`config.mk`:
```
export PLATFORM = sky130hd
export DESIGN_NAME = ysyx_25060170_idu_opq
export DESIGN_NICKNAME = d
export VERILOG_FILES = /design/src/rtl/ysyx_25060170_idu_opq.sv
export SDC_FILE = /design/constraint.sdc
export NUM_CORES = 1
export LEC_CHECK = 0
export BUFFER_PORTS_ARGS = -buffer_cell sky130_fd_sc_hd__buf_2
export CAP_MARGIN = 20
export CORE_UTILIZATION = 50
export DETAILED_ROUTE_END_ITERATION = 12
export GPL_TIMING_DRIVEN = 0
export PLACE_DENSITY = 0.79
export SKIP_LAST_GASP = 1
export SYNTH_ARGS = -nofsm -noshare
export SYNTH_HDL_FRONTEND = slang
export SYNTH_SLANG_ARGS = --single-unit
export TNS_END_PERCENT = 30
```
`constraint.sdc`:
```
create_clock -name clk -period 6.4 [get_ports clk]
set_clock_uncertainty 0.05 [all_clocks]
set_input_delay 0.96 -clock clk [delete_from_list [all_inputs] [get_ports clk]]
set_output_delay 0.96 -clock clk [all_outputs]
set_load 0.03 [all_outputs]
```
`src/rtl/ysyx_25060170_idu_opq.sv`:
```
// Decode-stage operand resolver feeding a two-entry (main + skid) ID->EX queue.
// Operands are resolved against N prioritised forwarding sources; pending producers stall.
module ysyx_25060170_idu_opq #(
  parameter int XLEN   = 32,
  parameter int NFWD   = 3,
  parameter int PW     = 64,
  parameter int SCNT_W = 16
) (
  input  logic                 clk,
  input  logic                 rst,
  input  logic                 if_valid,
  output logic                 id_ready,
  input  logic                 rs1_ena,
  input  logic                 rs2_ena,
  input  logic [4:0]           rs1_addr,
  input  logic [4:0]           rs2_addr,
  input  logic [XLEN-1:0]      rs1_data,
  input  logic [XLEN-1:0]      rs2_data,
  input  logic                 rd_ena,
  input  logic [4:0]           rd_addr,
  input  logic [PW-1:0]        payload_i,
  input  logic [NFWD-1:0]      fwd_valid,
  input  logic [NFWD-1:0]      fwd_pending,
  input  logic [5*NFWD-1:0]    fwd_addr,
  input  logic [XLEN*NFWD-1:0] fwd_data,
  input  logic                 flush,
  input  logic                 ex_ready,
  output logic                 ex_valid,
  output logic [XLEN-1:0]      op1,
  output logic [XLEN-1:0]      op2,
  output logic                 rd_ena_o,
  output logic [4:0]           rd_addr_o,
  output logic [PW-1:0]        payload_o,
  output logic                 hazard,
  output logic [SCNT_W-1:0]    stall_cnt
);

  typedef enum logic [1:0] {S_EMPTY, S_ONE, S_TWO} state_e;

  typedef struct packed {
    logic [XLEN-1:0] op1;
    logic [XLEN-1:0] op2;
    logic            rd_ena;
    logic [4:0]      rd_addr;
    logic [PW-1:0]   pl;
  } ent_t;

  // Returns {blocked, value}. Walking from oldest to youngest lets the youngest
  // match win, so an older ready copy can never mask a younger pending one.
  function automatic logic [XLEN:0] resolve(
    input logic                 ena,
    input logic [4:0]           addr,
    input logic [XLEN-1:0]      rdat,
    input logic [NFWD-1:0]      fv,
    input logic [NFWD-1:0]      fp,
    input logic [5*NFWD-1:0]    fa,
    input logic [XLEN*NFWD-1:0] fd
  );
    logic [XLEN:0] r;
    r = {1'b0, rdat};
    for (int i = NFWD - 1; i >= 0; i--) begin
      if (fv[i] && (fa[5*i +: 5] == addr)) r = {fp[i], fd[XLEN*i +: XLEN]};
    end
    if (!ena || (addr == 5'd0)) r = '0;
    return r;
  endfunction

  state_e              state_q, state_d;
  ent_t                main_q, main_d, skid_q, skid_d, inc;
  logic                vld_q, rdy_q;
  logic [SCNT_W-1:0]   cnt_q, cnt_d;
  logic [XLEN:0]       r1, r2;
  logic                accept, pop;

  always_comb begin
    r1 = resolve(rs1_ena, rs1_addr, rs1_data, fwd_valid, fwd_pending, fwd_addr, fwd_data);
    r2 = resolve(rs2_ena, rs2_addr, rs2_data, fwd_valid, fwd_pending, fwd_addr, fwd_data);
    inc         = '0;
    inc.op1     = r1[XLEN-1:0];
    inc.op2     = r2[XLEN-1:0];
    inc.rd_ena  = rd_ena;
    inc.rd_addr = rd_addr;
    inc.pl      = payload_i;
  end

  // Gated by rst so an asynchronous reset cannot leak a stall upstream.
  assign hazard = rst & if_valid & (r1[XLEN] | r2[XLEN]);
  assign accept = if_valid & rdy_q & ~hazard & ~flush;
  assign pop    = vld_q & ex_ready & ~flush;

  always_comb begin
    state_d = state_q;
    main_d  = main_q;
    skid_d  = skid_q;
    if (flush) begin
      state_d = S_EMPTY;
    end else begin
      case (state_q)
        S_EMPTY: if (accept) begin state_d = S_ONE; main_d = inc; end
        S_ONE: begin
          if (accept && !pop)     begin state_d = S_TWO; skid_d = inc; end
          else if (accept && pop) main_d = inc;
          else if (pop)           state_d = S_EMPTY;
        end
        S_TWO:   if (pop) begin state_d = S_ONE; main_d = skid_q; end
        default: state_d = S_EMPTY;
      endcase
    end
    cnt_d = (hazard && (cnt_q != {SCNT_W{1'b1}})) ? cnt_q + 1'b1 : cnt_q;
  end

  always_ff @(posedge clk or negedge rst) begin
    if (!rst) begin
      state_q <= S_EMPTY;
      main_q  <= '0;
      skid_q  <= '0;
      vld_q   <= 1'b0;
      rdy_q   <= 1'b1;
      cnt_q   <= '0;
    end else begin
      state_q <= state_d;
      main_q  <= main_d;
      skid_q  <= skid_d;
      vld_q   <= (state_d != S_EMPTY);
      rdy_q   <= (state_d != S_TWO);
      cnt_q   <= cnt_d;
    end
  end

  assign id_ready  = rdy_q;
  assign ex_valid  = vld_q;
  assign op1       = main_q.op1;
  assign op2       = main_q.op2;
  assign rd_ena_o  = main_q.rd_ena;
  assign rd_addr_o = main_q.rd_addr;
  assign payload_o = main_q.pl;
  assign stall_cnt = cnt_q;

endmodule
```
# ---- After elaboration in Yosys (flattened, before gate mapping)
# Index checks and enable logic that the tools add are counted.
dict set report totals {
  reg_bits 288
  in_bits 268
  out_inout_bits 153
  word_cells 80
}
dict set report classes {
  add_sub_neg 1
  eq_ne 14
  muxes 20
  bitwise 10
  n_reduce_logical 21
}
# cell n
set op_table {}
lappend op_table {{$mux 134} 4}
lappend op_table {{$pmux 134 s3} 1}
lappend op_table {{$mux 33} 8}
lappend op_table {{$eq 5x5->1} 6}
lappend op_table {{$add 16x1->16 const B} 1}
lappend op_table {{$ne 16x16->1 const B} 1}
lappend op_table {{$mux 2} 6}
lappend op_table {{$logic_not 5->1} 2}
lappend op_table {{$ne 2x2->1 const B} 5}
lappend op_table {{$logic_and 1x1->1} 9}
lappend op_table {{$and 1x1->1} 7}
lappend op_table {{$pmux 2 s3} 1}
lappend op_table {{$reduce_and 6->1} 1}
lappend op_table {{$logic_not 1->1} 3}
lappend op_table {{$reduce_and 3->1} 1}
lappend op_table {{$reduce_bool 3->1} 1}
lappend op_table {{$eq 2x1->1 const B} 1}
lappend op_table {{$eq 2x2->1 const B} 1}
lappend op_table {{$logic_not 2->1} 1}
lappend op_table {{$logic_or 1x1->1} 2}
lappend op_table {{$not 1->1} 2}
lappend op_table {{$reduce_bool 2->1} 1}
lappend op_table {{$or 1x1->1} 1}

# ---- Depth between registers and ports, before layout
dict set report depth {
  word_depth 17
  mapped_depth 11
  ltp_nobuf 7
}

# ---- Least setup slack after synthesis
# Ideal clock, no wire load.
dict set report synth_path {
  path_kind {input to output}
  start {input rs2_addr[0]}
  end {output hazard}
  arrival_ns 2.795
  required_time_ns 5.390
  setup_slack_ns 2.595
  path_stages 9
  path_buffers 3
  path_cell_list {buf_2 > xnor2_1 > nand4_1 > nor3_1 > a211oi_1 > o22a_1 > buf_4 > clkbuf_1 > nor2b_1}
}
dict set report synth_between {
  elab_chain_len 8
  word_cells_on_any_way 14
  classes_between {eq/ne (3); mux (4); bitwise (2); reduce/logical (5)}
}
# item line_no
set synth_lines {}
lappend synth_lines {{start: declaration} 16} ;# input logic [4:0] rs2_addr,
lappend synth_lines {{$eq 5x5->1} 62} ;# if (fv[i] && (fa[5*i +: 5] == addr)) r = {fp[i], fd[XLEN*i +: XLEN]};
lappend synth_lines {{$logic_and 1x1->1} 62}
lappend synth_lines {{$mux 33 (3 in series)} 62}
lappend synth_lines {{$mux 33 *} 64} ;# if (!ena || (addr == 5'd0)) r = '0;
lappend synth_lines {{$or 1x1->1 *} 87} ;# assign hazard = rst & if_valid & (r1[XLEN] | r2[XLEN]);
lappend synth_lines {{$and 1x1->1 *} 87}
lappend synth_lines {{end: declaration} 34} ;# output logic hazard,
# Mark *: on every way between the ends. The rest lies on a longest branch, timed or not.

# ---- Worst setup path after layout
dict set report layout_path {
  start {input rs2_addr[2]}
  end {output hazard}
}
# The elaborated chain is that of the path after synthesis.

==> impl_metrics.json <==
{
  "cts_sinks": 288,
  "synth_cell_types": 47,
  "yosys_warnings": 0,
  "critPathArrivalTime_ns": 3.67,
  "clock_latency_ns": 0.55,
  "cts_tree": "built",
  "rsz0062_at_grt": "false",
  "grt_overflow": 0,
  "num_rows": 63,
  "met3_usage_pct": 5.92,
  "cts_resized": 0,
  "crit_family": "simple AND/OR/NAND/NOR gates",
  "worstMarginPinSlew_ns": 0.944,
  "clockBufferDepth": 3,
  "cts_buffers": 30,
  "fin_crit_ns": 4.68,
  "fin_crit_sh_pct": 73.2,
  "root_buffer": "clkbuf_16",
  "hold_viol_final": 0,
  "synth_enable_flop_cells": 0,
  "ant_nets": 0,
  "ys_seq_area_share_pct": 47.6,
  "yosysMostFrequentCell": "dfrtp_1",
  "firstDrtPassIters": 5,
  "h-tree-depth": 1,
  "wirelength_um": 51400,
  "antenna_found_initial": 8,
  "timing.slew.headroom_pct": 36.5,
  "p_leak_nw": 9.11,
  "finalPower_mw": 6.78,
  "port_buffers": 418,
  "synthTopCellsByCount": "287 x dfrtp_1, 220 x mux2_2, 130 x o21ai_0",
  "drtIter0Drc": 1137,
  "fillCellCount": 2410,
  "via_per_inst": 6.00,
  "syn-num-nets": 1600,
  "start_util_pct": 50.9,
  "drc": 0,
  "finalSetupViolations": 0,
  "grt_use_total_pct": 32.8,
  "core-area_um2": 29700,
  "vias": 13200,
  "die_h_um": 176,
  "drive_above_1_share_pct": 40.3,
  "max_freq_mhz": 214,
  "grt_max_degree": 126,
  "drv_cap": 0,
  "met1_usage_pct": 42.7,
  "fin_nets": 2052,
  "path_buf_inv": 4,
  "worstPathCellList": "buf_2 > xor2_1 > nor3_1 > nand3_1 > a211oi_1 > o22a_1 > buf_4 > clkbuf_1 > nor2b_1 > buf_2",
  "cp_slowest_cell": "a211oi_1",
  "place_congestion": 0.953,
  "avgSynthCellArea_um2": 11.4,
  "avgRoutedWirePerCell_um": 23.4,
  "ys_async_sr_fraction_pct": 100,
  "tns_ns": 0,
  "netlist_instances": 1331,
  "cp_common_cell": "buf_2",
  "ios": 421,
  "grt_pass1_vias": 13400,
  "synth_top_area_share_pct": 47.5,
  "synth_top_area_cell": "dfrtp_1",
  "cts_hold_buffers": 0,
  "critPathMaxFanout": 10,
  "dieArea_um2": 31000,
  "netlist_area_um2": 15100,
  "cts_setup_buffers": 0,
  "crit_required_ns": 5.39,
  "path_depth": 10,
  "use_met2_pct": 53.3,
  "grt_first_pass_wirelength_um": 77800,
  "top_usage_layer": "met2",
  "rr_worst_depth": 7,
  "irDropWorstVdd_uv": 260,
  "hold_path.class": "input port to asynchronous set/reset pin",
  "ys.flop_type": "dfrtp_1",
  "dieWidth_um": 176,
  "synth_area_leaders": "dfrtp_1 47%, mux2_2 16%, mux2_1 8.9%",
  "dp_hpwl_um": 38200,
  "syn_to_final_growth_pct": 24.7,
  "worstSetupPathType": "input port to primary output",
  "status": "completed",
  "drv_slew": 0,
  "ys_ff_latch": 288,
  "worstSetupEndpointType": "primary output",
  "critPathLaunchType": "input port",
  "power_density_nw_per_um2": 359,
  "path_clk_slew_ns": 0.06,
  "cpPeakStageDelay_ns": 0.56
}
-- state kept, by name, summed over array words and instances (netlist names) --
signal,flops
rd_addr_o,5
skid_q,134
op2,32
id_ready,1
state_q,2
payload_o,64
rd_ena_o,1
stall_cnt,16
ex_valid,1
op1,32
-- worst paths after layout --
check	start	endpoint	slack [ns]
setup / recovery	rs2_addr[2]	hazard	1.72
hold / removal	rst	op1[23]	0.27
setup reg to reg	state_q[1]	op1[20]	3.45
hold reg to reg	payload_o[36]	payload_o[36]	0.43
max in group asynchronous	rst	stall_cnt[4]	4.56
min in group clk	payload_o[36]	payload_o[36]	0.43
-- logic make-up (layout without fill, tap and decap cells) --
| logic type | Yosys count | count (layout) | share of synthesized area, % |
|---|---|---|---|
| AO/OA/AOI/OAI | 273 | 273 | 12.1 |
| XOR/XNOR | 44 | 44 | 2.55 |
| adder cells (fa/ha/maj) | 1 | 1 | 0.0827 |
| buffers and inverters | 107 | 578 | 3.51 |
| flip-flops | 288 | 288 | 47.6 |
| multiplexers | 341 | 341 | 25.4 |
| other | 0 | 8 | 0 |
| AND/OR/NAND/NOR | 277 | 277 | 8.78 |
-- placed cells by master, fill, tap and decap left out, types with 2 or more instances in the layout --
cell	netlist	layout
clkbuf_1	74	78
nor3b_1	4	4
diode_2	0	8
nor4_1	2	2
buf_16	0	2
mux2_2	220	220
xor2_1	20	20
nand2_1	78	78
or2_2	2	2
dfrtp_1	287	287
clkinv_2	0	3
clkbuf_8	0	8
and2_1	3	3
nor3_1	22	22
o21a_1	2	2
a2bb2oi_1	64	64
or3_1	2	2
mux2_1	120	120
clkbuf_16	0	31
nand4_1	5	5
buf_2	16	433
buf_6	14	14
nor2_1	71	71
a211oi_1	65	65
or4_1	2	2
xnor2_1	24	24
o21ai_0	130	130
bufinv_16	0	5
and3_1	66	66
nand3_1	14	14
nor2b_1	2	2
-- area by class of cell --
cell class | count | area [um2] | share of cell area (%)
Timing Repair Buffer | 420 | 2160 | 11.4
Clock inverter | 8 | 165 | 0.875
Antenna cell | 8 | 20.0 | 0.106
Clock buffer | 43 | 901 | 4.78
Inverter | 2 | 7.51 | 0.0398
Tap cell | 390 | 488 | 2.59
Buffer | 105 | 523 | 2.77
Sequential cell | 288 | 7210 | 38.2
Multi-Input combinational cell | 936 | 7400 | 39.2
-- where the power goes --
part | internal (mW) | switching, mW | total [mW]
combinational | 0.835 | 1.25 | 2.08
sequential | 2.47 | 0.336 | 2.80
clock | 1.17 | 0.724 | 1.89
-- metal layers --
metal  vias up  share of wire (%)
met5         -              0.049
met4         4                5.3
met3       168                7.1
met2       653                 47
met1      6616                 41
li1       5762                  -
-- through the flow --
step / instances / hold WS [ns] / area, um2 / setup slack, ns / utilization [%]
finish: 2200 / 0.274 / 18900 / 1.72 / 63.5
global placement: 2139 / 0.418 / 17700 / -2.08 / 59.6
detailed placement: 2141 / 0.425 / 17800 / 1.86 / 59.8
floorplan: 1331 / 0.414 / 15100 / 2.59 / -
global route: 2194 / 0.302 / 18900 / 1.62 / 63.4
CTS: 2192 / 0.277 / 18800 / 1.84 / 63.4
-- worst reg2reg max path, cell delays in order (launching register included) --
cell and delay (ns):
dfrtp_1 0.42, nor2b_1 0.28, clkbuf_1 0.59, clkbuf_1 0.55, clkbuf_1 0.62, nand2_1 0.10
o21ai_0 0.13, mux2_1 0.16
(Power assumes the default switching activity.)
